$ cat src/rtl/reset_teardown_seq.sv
// Staged reset controller for the dual-camera PIP pipeline.
// Power-on: holds all four domain resets low, then releases them in order 0..3.
// Soft reset: tears the domains down 3..0, each on its quiesce ack or a timeout,
// then repeats the hold/release sequence. All outputs are registered.
module reset_teardown_seq #(
   parameter int unsigned     CW       = 22,
   parameter logic [CW-1:0]   HOLD_CYC = 22'h1FFFFF,
   parameter logic [CW-1:0]   STEP_CYC = 22'h100000,
   parameter logic [CW-1:0]   ACK_TO   = 22'h0FFFFF
) (
   input  logic       iCLK,
   input  logic       iRST,
   input  logic       iREQ,
   input  logic [3:0] iACK,
   output logic [3:0] oRST,
   output logic       oBUSY,
   output logic       oDONE,
   output logic [3:0] oTMO
);

   // Terminal counts; every compare is equality so the counter never wraps.
   localparam logic [CW-1:0] HOLD_LAST = HOLD_CYC - CW'(1);
   localparam logic [CW-1:0] STEP_LAST = STEP_CYC - CW'(1);
   localparam logic [CW-1:0] ACK_LAST  = ACK_TO   - CW'(1);

   typedef enum logic [1:0] {
      ST_HOLD    = 2'd0,
      ST_RELEASE = 2'd1,
      ST_RUN     = 2'd2,
      ST_DRAIN   = 2'd3
   } state_t;

   state_t          state_q;
   logic [CW-1:0]   cnt_q;
   logic [1:0]      idx_q;
   logic [3:0]      rst_q;
   logic            busy_q;
   logic            done_q;
   logic [3:0]      tmo_q;

   logic            hold_end;
   logic            step_end;
   logic            ack_hit;
   logic            ack_end;
   logic            drain_step;

   // Decode of the current stage's terminal conditions.
   always_comb begin
      hold_end   = (cnt_q == HOLD_LAST);
      step_end   = (cnt_q == STEP_LAST);
      ack_hit    = iACK[idx_q];
      ack_end    = (cnt_q == ACK_LAST);
      drain_step = ack_hit | ack_end;
   end

   // Sequencer: one stage changes per edge, outputs registered alongside the state.
   always_ff @(posedge iCLK or negedge iRST) begin
      if (!iRST) begin
         state_q <= ST_HOLD;
         cnt_q   <= '0;
         idx_q   <= 2'd0;
         rst_q   <= 4'b0000;
         busy_q  <= 1'b1;
         done_q  <= 1'b0;
         tmo_q   <= 4'b0000;
      end else begin
         done_q <= 1'b0;
         case (state_q)
            ST_HOLD: begin
               if (hold_end) begin
                  cnt_q   <= '0;
                  idx_q   <= 2'd0;
                  state_q <= ST_RELEASE;
               end else begin
                  cnt_q <= cnt_q + CW'(1);
               end
            end
            ST_RELEASE: begin
               if (step_end) begin
                  rst_q[idx_q] <= 1'b1;
                  cnt_q        <= '0;
                  if (idx_q == 2'd3) begin
                     state_q <= ST_RUN;
                     done_q  <= 1'b1;
                     busy_q  <= 1'b0;
                  end else begin
                     idx_q <= idx_q + 2'd1;
                  end
               end else begin
                  cnt_q <= cnt_q + CW'(1);
               end
            end
            ST_RUN: begin
               cnt_q <= '0;
               if (iREQ) begin
                  state_q <= ST_DRAIN;
                  idx_q   <= 2'd3;
                  busy_q  <= 1'b1;
               end
            end
            ST_DRAIN: begin
               if (drain_step) begin
                  rst_q[idx_q] <= 1'b0;
                  cnt_q        <= '0;
                  // An ack arriving on the timeout edge still counts as a clean quiesce.
                  if (!ack_hit) tmo_q[idx_q] <= 1'b1;
                  if (idx_q == 2'd0) state_q <= ST_HOLD;
                  else               idx_q   <= idx_q - 2'd1;
               end else begin
                  cnt_q <= cnt_q + CW'(1);
               end
            end
            default: begin
               state_q <= ST_HOLD;
               cnt_q   <= '0;
               idx_q   <= 2'd0;
               rst_q   <= 4'b0000;
               busy_q  <= 1'b1;
            end
         endcase
      end
   end

   assign oRST  = rst_q;
   assign oBUSY = busy_q;
   assign oDONE = done_q;
   assign oTMO  = tmo_q;

endmodule
$ cat config.mk
export PLATFORM = sky130hd
export DESIGN_NAME = reset_teardown_seq
export DESIGN_NICKNAME = d
export VERILOG_FILES = /design/src/rtl/reset_teardown_seq.sv
export SDC_FILE = /design/constraint.sdc
export NUM_CORES = 1
export LEC_CHECK = 0
export BUFFER_PORTS_ARGS = -buffer_cell sky130_fd_sc_hd__buf_2
export CAP_MARGIN = 25
export CORE_MARGIN = 2
export CORE_UTILIZATION = 63
export CTS_CLUSTER_SIZE = 10
export DETAILED_ROUTE_END_ITERATION = 12
export PLACE_DENSITY = 0.82
export SLEW_MARGIN = 20
export SYNTH_ARGS = -nofsm -noshare
export SYNTH_HDL_FRONTEND = slang
export SYNTH_SLANG_ARGS = --single-unit
$ cat constraint.sdc
create_clock -name iCLK -period 6.7 [get_ports iCLK]
set_input_delay 0.335 -clock iCLK [delete_from_list [all_inputs] [get_ports iCLK]]
set_output_delay 0.335 -clock iCLK [all_outputs]
set_load 0.02 [all_outputs]
Word level (Yosys, flattened, before mapping)
Index checks and enable logic that the tools add are counted.
Widths: inputs -> output; s select.
- $add $sub $neg: 3
- $lt $le $gt $ge: 2
- equal/unequal tests: 15
- muxes and demuxes: 31
- bitwise logic cells: 6
- reductions and logical operators: 10
- operators by type and width (kind ; number):
    $pmux 22 s4 ; 1
    $mux 22 ; 3
    $eq 22x20->1 const B ; 2
    $add 22x1->22 const B ; 1
    $eq 22x21->1 const B ; 1
    $mux 2 ; 11
    $ne 2x2->1 const B ; 8
    $pmux 2 s4 ; 2
    $reduce_and 6->1 ; 2
    $mux 1 ; 8
    $mux 4 ; 2
    $or 4x4->4 ; 2
    $pmux 4 s2 ; 1
    $eq 2x2->1 const B ; 3
    $reduce_and 3->1 ; 2
    $and 4x4->4 ; 1
    $logic_not 2->1 ; 2
    $not 4->4 ; 1
    $reduce_and 4->1 ; 1
    $reduce_bool 2->1 ; 2
    $lt 2x3->1 const B ; 1
    $add 2x1->2 const B ; 1
    $bmux 1 s2 ; 1
    $demux 1 s2 ; 1
    other kinds (7) ; 7
- register bits: 36
- input port bits: 7
- output and inout bits: 10
- logic and storage cells: 74

Logic depth before layout (Yosys ltp)
- depth in word-level cells: 8
- depth in mapped cells: 8

Worst setup path after synthesis
OpenSTA, ideal clock, no wires.
- path type: register to register
- start point: register cnt_q[0]
- end point: register idx_q[1]
- setup time: 120 ps
- data arrival time: 2192 ps
- data required time: 6580 ps
- path slack: 4387 ps
- cell stages (with the launch flop): 8
- path buffers: 0
- path through: dfrtp_1 -> ha_1 -> nand3_1 -> nor4_2 -> a21boi_1 -> a2111o_1 -> or4_1 -> o211a_1
- longest elaborated chain between the ends: 4
- elaborated cells between the ends (all ways): 8
- those cells by class: 6 x eq/ne; 1 x bitwise; 1 x reduce/logical
- RTL lines (what ; line ; RTL):
    start, declared ; 34 ; logic [CW-1:0] cnt_q;
    start signal, assigned ; 75 ; cnt_q <= cnt_q + CW'(1);
    start signal, assigned ; 90 ; cnt_q <= cnt_q + CW'(1);
    start signal, assigned ; 110 ; cnt_q <= cnt_q + CW'(1);
    $eq 22x20->1 ; 52 ; ack_end = (cnt_q == ACK_LAST);
    $or 1x1->1 ; 53 ; drain_step = ack_hit | ack_end;
    $ne 2x2->1 (no line) ; n/a ;
    $reduce_and 6->1 (no line) (*) ; n/a ;
    end signal, assigned ; 87 ; idx_q <= idx_q + 2'd1;
    end signal, assigned ; 108 ; else idx_q <= idx_q - 2'd1;
    end, declared ; 35 ; logic [1:0] idx_q;
Mark *: on every way between the ends. The rest lies on a longest branch, timed or not.
A chain may end at the register's enable or synchronous reset.

Final worst setup path
- start point: register idx_q[0]
- end point: register state_q[1]
- longest elaborated chain between the ends: 5
- elaborated cells between the ends (all ways): 9
- those cells by class: 4 x eq/ne; 2 x mux; 1 x bitwise; 2 x reduce/logical
- RTL lines (what ; line ; RTL):
    $bmux 1 s2 ; 51 ; ack_hit = iACK[idx_q];
    $mux 1 (not written as such) ; 51 ;
    $or 1x1->1 ; 53 ;
    $ne 2x2->1 (no line) ; n/a ;
    $reduce_and 6->1 (no line) (*) ; n/a ;
    end signal, assigned ; 59 ; state_q <= ST_HOLD;
    end signal, assigned ; 73 ; state_q <= ST_RELEASE;
    end signal, assigned ; 83 ; state_q <= ST_RUN;
    end, declared ; 33 ; state_t state_q;
Mark *: on every way between the ends. The rest lies on a longest branch, timed or not. The select of a mux whose other input is x is not followed.

==> impl_results.md <==
* Status: complete, no violations
* Switch share at between 20% and 30%
* Netlist Area Pre-Place at between 1500 and 2000 um^2
* Dpl cell area at about 2000 um^2
* Layout cell share with drive strength beyond 1 at between 15 and 20%
* Num CTS Buffers at 5
* Remaining Overflow, GRT at 0
* Post-synth ARST share at 100%
* CTS tree: built
* RSZ-0062 raised after global routing: no
* Register area share after synthesis at roughly half
* Synth warn at 0
* Vias in the first global route at around 1.3k
* Row count at 19
* GR Util All Layers at 22.6%
* CP Capture Type: register
* Area share of the largest cell type after synthesis at between 40% and 50%
* Post-Synthesis Cells at 185
* Initial cell density of the core at between 60% and 70%
* Gpl congestion at around 0.84
* Reg area at about 900 um^2
* Commonest non-fill, non-tap cell in the layout: dfrtp_1
* Clk pwr share at 36.3%
* PostCTS Resize Cnt at 0
* H-tree depth at 2
* Worst Hold Class: input pin to asynchronous set/reset pin
* First-pass GRT wire length at a little under 6000 um
* Layout area overhead at 9.65%
* Crit path time final at roughly 2600 ps
* Inst Count DP at around 230
* Syn_nets at 199
* Net Switching at ~0.072 mW
* Simple-gate area share of the yosys netlist at 23.6%
* Buffers on Ports at 16
* Final Max Tran Viols at 0
* Largest area contributor in the netlist: dfrtp_1
* Setup Buffers After CTS at 0
* CTS sink count at 36
* Largest net degree at the start of global routing at 37
* Core Util, Final at between 70% and 80%
* Die height at approximately 60 um
* Initial antenna violation count at 0
* Worst slew margin at approximately half
* CP required at approximately 6900 ps
* Kind of critical path: register to register
* Setup Skew at 10.2 ps
* Post-synthesis register bit count at 36
* Total number of vias at between 1k and 1.5k
* Seq pwr share at 62.0%
* I/O pin total at 17
* R2R Path Start: idx_q[0]
* CORE AREA at 2810 um^2
* P_int at roughly 0.28 mW
* Cell area power density at around 170 nW/um^2
* Worst vdd ir at 0.000131 V
* Worst path bufs/invs at 0
* Clock root buffer: clkbuf_4
* Reg clk slew, reported paths at around 110 ps
* LEAKAGE at between 1 and 1.5 nW
* Post-synth EDFFs at 0
* Startpoint Class: register
* Most frequently used flop master after synthesis: dfrtp_1
* CTS Hold Bufs at 0
* Commonest non-fill, non-tap cells in the layout: dfrtp_1, nor2_1, buf_2, xnor2_1, nand2_1
* Max-cap violation count at 0
* Adder-Cell Fraction of Synth Area at under 10%
* Compound-Gate Fraction of Synth Area at 9.05%
* Setup TNS at 0 ps
* Drt wl/cell at between 10 and 15 um
* Reg2Reg Depth at 6
* Critical path's largest stage delay at 570 ps
* Syn Area/Cell at approximately 10 um^2
* Final net count at 219
* DP HPWL at around 2500 um
* Final instance area at a little over 2000 um^2
* Antenna Cells at 0
* Netlist cell types at 39
* Critical path's top delay family: multiplexers
* Worst Hold Slack at slightly below 70 ps
* Worst Setup EP: state_q[1]
* Critical R2R Capture: state_q[1]
* Fmax at 381 MHz
* Max FO, Critical Path at 12
* Largest family of logic cells by synthesized area: simple AND/OR/NAND/NOR gates
* Die area at 3440 um^2
* Critical path, cell by cell: mux4_2 > nor2b_1 > a21boi_1 > a2111o_1 > o21bai_1 > mux2_2
* Top cells by area, synth: dfrtp_1, xnor2_1, nor2_1, ha_1, xor2_1
* Layout fillers at 205
* Final wirelength at about 3400 um
* Skew-Pair Late Insertion Delay at ~330 ps
* Worst Path Arrival at about 2800 ps
* Synth Area in XOR/XNOR at under 10%
* CP Depth at 6
* ANT nets after route at 0
* Final hold vios at 0
* CP Launch Point: idx_q[0]
* Part of the power in combinational logic at approximately 1.7%
* Vias per inst at ~5.8
* Clk buf depth at 2
* Multi-input gate area at about 940 um^2
* Final setup viols at 0
* Post-synthesis mux area share at ~2.9%
* DRC viols at 0
* DRT Pass-1 Iters at 4
* R2R Setup Slk at 4080 ps
* DR iter-0 viols at 66
* Die width at between 50 and 60 um
* Tcrit/Tclk final at about 39%
* Slew at the pin closest to its max-slew limit at 775 ps
* Slowest cell on the critical path: dfrtp_1
* Fin cells at between 200 and 250
layer usage:
metal	share of wire [%]	track usage (%)
met2	53	40.3
met3	2.9	6.81
met5	0	0
met1	43	25.3
met4	0.68	9.09
kinds of logic after synthesis:
| logic type | Yosys count |
|---|---|
| and+or+nand+nor | 83 |
| DFF | 36 |
| muxes | 4 |
| xor gates and xnor gates | 21 |
| adders and majority gates | 7 |
| AOI/OAI and AO/OA | 24 |
| buffers and inverters | 10 |
metrics by stage:
stage               setup WS [ps]  power [mW]
global route                 3930       0.364
detailed placement           4100       0.228
floorplan                    4390       0.222
finish                       4080       0.350
CTS                          4090       0.355
global placement             4160       0.228
cells in the mapped netlist, drive strengths merged (2+ instances only):
cell / instances
nor3b: 2
a21boi: 2
nor2b: 5
nand2: 11
a41o: 3
nor3: 6
clkbuf: 3
a31oi: 2
mux2: 2
ha: 7
nand3: 9
xnor2: 14
inv: 6
a21oi: 10
dfrtp: 35
nor2: 32
nand4: 7
nor4: 5
o21bai: 2
xor2: 7
cell type report:
type / instances / share of cell area (%)
inverter: 6 / 1.09
multi-input combinational: 139 / 45.8
timing repair buffer: 17 / 4.25
clock buffer: 7 / 3.16
tap: 31 / 1.88
sequential: 36 / 43.8
how the worst min path moves through the flow:
stage                                 end  startpoint  slack [ps]
2_1_floorplan  asynchronous set/reset pin        iRST          40
3_3_place_gp                    cnt_q[12]        iRST         440
3_5_place_dp                    cnt_q[14]        iRST         450
4_1_cts                         cnt_q[21]        iRST          80
5_1_grt                         cnt_q[12]        iRST         120
6_report                        cnt_q[14]        iRST          70
power groups by stage:
stage	combinational, mW	sequential [mW]	clock [mW]
after global routing	0.00723	0.217	0.139
after global placement	0.00618	0.221	0
final	0.00606	0.217	0.127
after CTS	0.00635	0.217	0.131
after floorplan	0.000466	0.221	0
after detailed placement	0.00634	0.221	0
Note: power is estimated with default switching activity, not from simulation.
